`src/rtl/wb_decoder_n.sv`:
```
// Wishbone 1-master / NSLV-slave address decoder with registered select,
// unmapped-address error, per-transaction timeout and error status/IRQ.
module wb_decoder_n #(
  parameter int NSLV = 7,
  parameter int ADDR_W = 32,
  parameter int DATA_W = 32,
  parameter logic [NSLV*ADDR_W-1:0] BASE_ADDR = '0,
  parameter logic [NSLV*ADDR_W-1:0] MASK_ADDR = {NSLV{ADDR_W'(32'hFFF)}},
  parameter int TIMEOUT_CYC = 256,
  parameter logic [15:0] ERR_CNT_INIT = 16'h0
) (
  input  logic                   clk_i,
  input  logic                   rst_i,
  input  logic                   m_cyc_i,
  input  logic                   m_stb_i,
  input  logic                   m_we_i,
  input  logic [ADDR_W-1:0]      m_adr_i,
  input  logic [DATA_W-1:0]      m_dat_i,
  input  logic [DATA_W/8-1:0]    m_sel_i,
  output logic [DATA_W-1:0]      m_dat_o,
  output logic                   m_ack_o,
  output logic                   m_err_o,
  output logic [NSLV-1:0]        s_cyc_o,
  output logic [NSLV-1:0]        s_stb_o,
  output logic                   s_we_o,
  output logic [ADDR_W-1:0]      s_adr_o,
  output logic [DATA_W-1:0]      s_dat_o,
  output logic [DATA_W/8-1:0]    s_sel_o,
  input  logic [NSLV*DATA_W-1:0] s_dat_i,
  input  logic [NSLV-1:0]        s_ack_i,
  input  logic [NSLV-1:0]        s_err_i,
  output logic                   err_irq_o,
  output logic [15:0]            err_cnt_o,
  output logic [ADDR_W-1:0]      err_adr_o
);

  localparam int SEL_W = (NSLV > 1) ? $clog2(NSLV) : 1;
  localparam int CNT_W = $clog2(TIMEOUT_CYC);

  typedef enum logic [1:0] {IDLE, BUSY, ERR} state_t;

  state_t             state_q, state_d;
  logic [SEL_W-1:0]   sel_q, sel_d;
  logic [CNT_W-1:0]   cnt_q, cnt_d;
  logic [ADDR_W-1:0]  adr_q, adr_d;
  logic               irq_q;
  logic [15:0]        err_cnt_q;
  logic [ADDR_W-1:0]  err_adr_q;

  logic               hit;
  logic [SEL_W-1:0]   hit_idx;
  logic               ack_sel, err_sel, tmo, err_evt;

  // Scan downward so the lowest matching slave wins on overlap.
  always_comb begin
    hit = 1'b0;
    hit_idx = '0;
    for (int k = NSLV - 1; k >= 0; k--) begin
      if ((m_adr_i & ~MASK_ADDR[k*ADDR_W +: ADDR_W])
          == BASE_ADDR[k*ADDR_W +: ADDR_W]) begin
        hit = 1'b1;
        hit_idx = SEL_W'(k);
      end
    end
  end

  assign ack_sel = s_ack_i[sel_q];
  assign err_sel = s_err_i[sel_q];
  assign tmo = (cnt_q == CNT_W'(TIMEOUT_CYC - 1)) && !ack_sel && !err_sel;

  always_comb begin
    state_d = state_q;
    sel_d = sel_q;
    cnt_d = '0;
    adr_d = adr_q;
    err_evt = 1'b0;
    m_ack_o = 1'b0;
    m_err_o = 1'b0;
    m_dat_o = '0;
    s_cyc_o = '0;
    s_stb_o = '0;
    s_we_o = 1'b0;
    s_adr_o = '0;
    s_dat_o = '0;
    s_sel_o = '0;
    unique case (state_q)
      IDLE: begin
        if (m_cyc_i && m_stb_i) begin
          adr_d = m_adr_i;
          if (hit) begin
            state_d = BUSY;
            sel_d = hit_idx;
          end else begin
            state_d = ERR;
          end
        end
      end
      BUSY: begin
        cnt_d = cnt_q + 1'b1;
        s_we_o = m_we_i;
        s_adr_o = m_adr_i;
        s_dat_o = m_dat_i;
        s_sel_o = m_sel_i;
        if (m_cyc_i && !tmo) begin
          s_cyc_o[sel_q] = 1'b1;
          s_stb_o[sel_q] = m_stb_i;
        end
        if (!m_cyc_i) begin
          state_d = IDLE;
        end else if (err_sel || tmo) begin
          m_err_o = 1'b1;
          err_evt = 1'b1;
          state_d = IDLE;
        end else if (ack_sel) begin
          m_ack_o = 1'b1;
          m_dat_o = s_dat_i[sel_q*DATA_W +: DATA_W];
          state_d = IDLE;
        end
      end
      ERR: begin
        m_err_o = 1'b1;
        err_evt = 1'b1;
        state_d = IDLE;
      end
      default: state_d = IDLE;
    endcase
  end

  always_ff @(posedge clk_i or posedge rst_i) begin
    if (rst_i) begin
      state_q <= IDLE;
      sel_q <= '0;
      cnt_q <= '0;
      adr_q <= '0;
      irq_q <= 1'b0;
      err_cnt_q <= ERR_CNT_INIT;
      err_adr_q <= '0;
    end else begin
      state_q <= state_d;
      sel_q <= sel_d;
      cnt_q <= cnt_d;
      adr_q <= adr_d;
      irq_q <= err_evt;
      if (err_evt) begin
        err_adr_q <= adr_q;
        if (err_cnt_q != 16'hFFFF) err_cnt_q <= err_cnt_q + 16'd1;
      end
    end
  end

  assign err_irq_o = irq_q;
  assign err_cnt_o = err_cnt_q;
  assign err_adr_o = err_adr_q;

endmodule

```
`config.mk`:
```
export PLATFORM = sky130hd
export DESIGN_NAME = wb_decoder_n
export DESIGN_NICKNAME = d
export VERILOG_FILES = /design/src/rtl/wb_decoder_n.sv
export SDC_FILE = /design/constraint.sdc
export NUM_CORES = 1
export LEC_CHECK = 0
export ABC_AREA = 1
export BUFFER_PORTS_ARGS = -buffer_cell sky130_fd_sc_hd__buf_2
export CAP_MARGIN = 10
export CORE_AREA = 2 2 187 189
export DETAILED_ROUTE_END_ITERATION = 7
export DIE_AREA = 0 0 189 191
export GPL_TIMING_DRIVEN = 0
export HOLD_SLACK_MARGIN = 0.06
export PLACE_DENSITY = 0.47
export SYNTH_ARGS = -nofsm -noshare
export SYNTH_HDL_FRONTEND = slang
export SYNTH_SLANG_ARGS = --single-unit
```
`constraint.sdc`:
```
create_clock -name clk_i -period 2.5 [get_ports clk_i]
set_input_delay 0 -clock clk_i [delete_from_list [all_inputs] [get_ports clk_i]]
set_output_delay 0 -clock clk_i [all_outputs]
set_load 0.1 [all_outputs]
```
==> key figures <==
Global routing
  – GRT Total Usage: 0.106
  – Gr ovfl total: 0
  – Largest net degree at the start of global routing: 48
  – First-pass GRT wire length: between 20000 and 30000 um
  – Antenna violations before repair: 2
  – Vias in the first global route: roughly 5300

Floorplanning
  – Initial Utilization: 0.147
  – Core Region: approximately 34000 um2
  – Top-level port count: approximately 480
  – Rows: approximately 70
  – Die area: around 36000 um2
  – Die width: approximately 190 um
  – Die H: ~190 um

Cells and area
  – Fin util: 0.234
  – Commonest non-fill, non-tap cell in the layout: nand2_1
  – Ratio of cells with drive above 1 in the final layout: 0.337
  – Area grow syn2layout: 59.1%
  – Fin nets: approximately 1400
  – Commonest non-fill, non-tap cells in the layout: nand2_1 (312), buf_2 (230), inv_1 (140), dfrtp_1 (91), buf_4 (36)
  – Fillcell total: roughly 3800

STA
  – Period Utilization, post-route: 0.919
  – Setup violations, final: 0
  – Fin. max-slew vios: 0
  – Min Tclk post-route: 2.30 ns
  – Final hold slack: 0.0907 ns
  – Max_slew headroom: 0.581
  – Maximum clock rate: 0.435 GHz
  – Setup WS post-layout: 0.201 ns
  – Least-Margin Pin Slew: 0.628 ns
  – Final hold vios: 0
  – Worst Skew: about 0.0085 ns

Critical path
  – Crit path DAT: between 2 and 2.5 ns
  – Max incr delay on CP: just over 0.4 ns
  – Critical path class: register to primary output
  – CP top delay family: buffers and inverters
  – Worst Path Max Fanout: 10
  – R2R depth: 7
  – CP bufs+invs: 5
  – Worst EP required: around 2.5 ns
  – Critical Path Sink Type: primary output
  – Crit path max-delay cell type: buf_2
  – CP Launch Type: register
  – Crit path cell chain: inv_1, ha_1, clkbuf_2, clkbuf_2, nand2_1, inv_1, buf_2
  – Crit path depth: 7

Power
  – Clk pwr share: 0.207
  – Leakage: approximately 4.9 nW
  – Pwr Density: 888 nW/um2
  – Switching portion of total power: 0.541
  – P_sw: around 3.8 mW
  – Combinational power share: 0.490
  – Internal Power: 3.25 mW
  – Max IR drop VDD: just under 0.5 mV
  – Flop pwr share: 0.303

Clock tree
  – # clock sinks: between 90 and 100
  – Postcts setup bufs: 0
  – CTS buffer count: 9
  – H-tree Lvls: 3
  – Clk root buf: clkbuf_16
  – Max clock buf depth: 2
  – CTS tree: built
  – Clock latency at the later pin of the worst-skew pair: 0.35 ns
  – Worst-path clk slew: 0.08 ns

Synth
  – Avg Synthesized Cell Area: roughly 6.9 um2
  – Post-synthesis sequential area ratio: 0.454
  – Post-synthesis instance area: ~5000 um2
  – Synth warnings: 0
  – Flop and latch count out of synthesis: between 90 and 100
  – Cell variety after synth: 27
  – Cell count after synthesis: 730

Routing
  – Via density: approximately 3.6
  – Antenna-violating nets left: 0
  – Final wirelength: roughly 19000 um
  – Starting DRC count in detailed routing: 222
  – Drt wl/cell: around 13 um
  – Post-route DRC violation count: 0
  – DR pass1 iterations: 4
  – Vias: between 5000 and 6000

Worst hold path
  – Min-delay worst type: input port to register
  – Worst Hold Depth: 6

Placed design
  – Pre-CTS setup slack: a little under 0.04 ns
  – RD Place Congestion: a little under 0.8
  – IO Port Bufs: 260
  – DP HPWL: between 10000 and 15000 um

Run
  – Max Cap Viol: 0

Outcome
  – Status: finished clean
[per-layer routing]
| metal | part of all wire | up-vias | global-route usage | wire length, um |
|---|---|---|---|---|
| met5 | 0 | - | 0 | 0 |
| met4 | 0.017 | 0 | 0.0373 | 328 |
| met3 | 0.059 | 13 | 0.0211 | 1130 |
| met2 | 0.49 | 211 | 0.184 | 9310 |
| met1 | 0.44 | 2479 | 0.129 | 8340 |
| li1 | - | 2757 | - | - |
[worst register-to-register path: cells and delay by family (launching register included)]
family,cells,cell delay (ns)
DFF,1,0.41
adders and majority gates,1,0.17
and+or+nand+nor,3,0.42
buffers and inverters,3,0.83
[cell families (layout without fill, tap and decap cells)]
group | count (synthesis) | in the layout | synth area share
compound gates | 26 | 26 | 0.0260
xor+xnor | 6 | 6 | 0.0105
fa+ha+maj | 5 | 5 | 0.0125
buf+inv | 185 | 496 | 0.155
flops | 91 | 91 | 0.454
other cells | 1 | 14 | 0.000748
simple gates | 416 | 416 | 0.341
[cells in the mapped netlist]
cell / n / area share
a21oi_1: 5 / 0.0050
buf_2: 5 / 0.0050
buf_4: 16 / 0.024
buf_6: 2 / 0.0045
clkbuf_1: 18 / 0.013
clkinv_1: 1 / 0.00075
conb_1: 1 / 0.00075
dfrtp_1: 91 / 0.45
ha_1: 5 / 0.012
inv_1: 142 / 0.11
inv_2: 1 / 0.00075
nand2_1: 312 / 0.23
nand2_2: 2 / 0.0025
nand3_1: 14 / 0.014
nand3_2: 1 / 0.0020
nand3_4: 1 / 0.0035
nand4_1: 23 / 0.029
nand4_4: 1 / 0.0042
nor2_1: 50 / 0.037
nor2_2: 2 / 0.0025
nor2_4: 1 / 0.0022
nor3_1: 6 / 0.0060
nor3_2: 1 / 0.0020
nor4_1: 2 / 0.0025
o21ai_0: 21 / 0.021
xnor2_1: 4 / 0.0070
xor2_1: 2 / 0.0035
[final timing paths]
kind / startpoint / slack, ns / to
setup / recovery: state_q[1] / 0.20 / s_adr_o[19]
hold / removal: m_stb_i / 0.09 / state_q[1]
setup reg to reg: state_q[0] / 0.62 / adr_q[31]
hold reg to reg: cnt_q[0] / 0.46 / cnt_q[0]
max in group asynchronous: rst_i / 1.55 / err_adr_o[27]
min in group asynchronous: rst_i / 0.29 / err_adr_o[23]
[per-stage QoR]
step                power [mW]  setup TNS [ns]  cell area [um2]  instances
floorplan                 4.92           -1.20             5310        741
global placement          5.62         -129.07             7180       1456
detailed placement        5.65               0             7210       1457
CTS                       7.21               0             7920       1507
global route              7.46        -0.00246             7970       1508
finish                    7.08               0             7970       1509
[power by group through the flow]
| stage | Clock [mW] | Sequential, mW | Combinational (mW) |
|---|---|---|---|
| 2_1_floorplan | 0 | 4.24 | 0.680 |
| 3_3_place_gp | 0 | 2.17 | 3.45 |
| 3_5_place_dp | 0 | 2.18 | 3.47 |
| 4_1_cts | 1.54 | 2.16 | 3.51 |
| 5_1_grt | 1.60 | 2.21 | 3.65 |
| 6_report | 1.46 | 2.15 | 3.47 |
[what timing repair did]
action / 4_1_cts / 5_1_grt
setup endpoints to repair: 71 / 74
pin swaps: 0 / 0
cloned: 0 / 0
endpoints found under the hold margin: 78 / 0
gates resized for setup: 24 / 26
hold buffers: 34 / 0
[state kept, by name, indices dropped and copies added, names as in the netlist]
| name | flops |
|---|---|
| err_cnt_o | 16 |
| cnt_q | 8 |
| adr_q | 32 |
| err_adr_o | 32 |
| state_q | 2 |
| err_irq_o | 1 |
[area by class of cell]
| type | instances | area, um2 | area share |
|---|---|---|---|
| repair buffers | 295 | 1770 | 0.222 |
| inverters | 144 | 543 | 0.0681 |
| plain buffers | 41 | 260 | 0.0326 |
| multi-input cells | 465 | 2240 | 0.281 |
| clock inverters | 7 | 83.8 | 0.0105 |
| flip-flops and latches | 91 | 2280 | 0.286 |
| well taps | 455 | 569 | 0.0714 |
| diodes | 2 | 5.00 | 0.000628 |
| clock buffers | 9 | 225 | 0.0282 |
(Power assumes the default switching activity.)
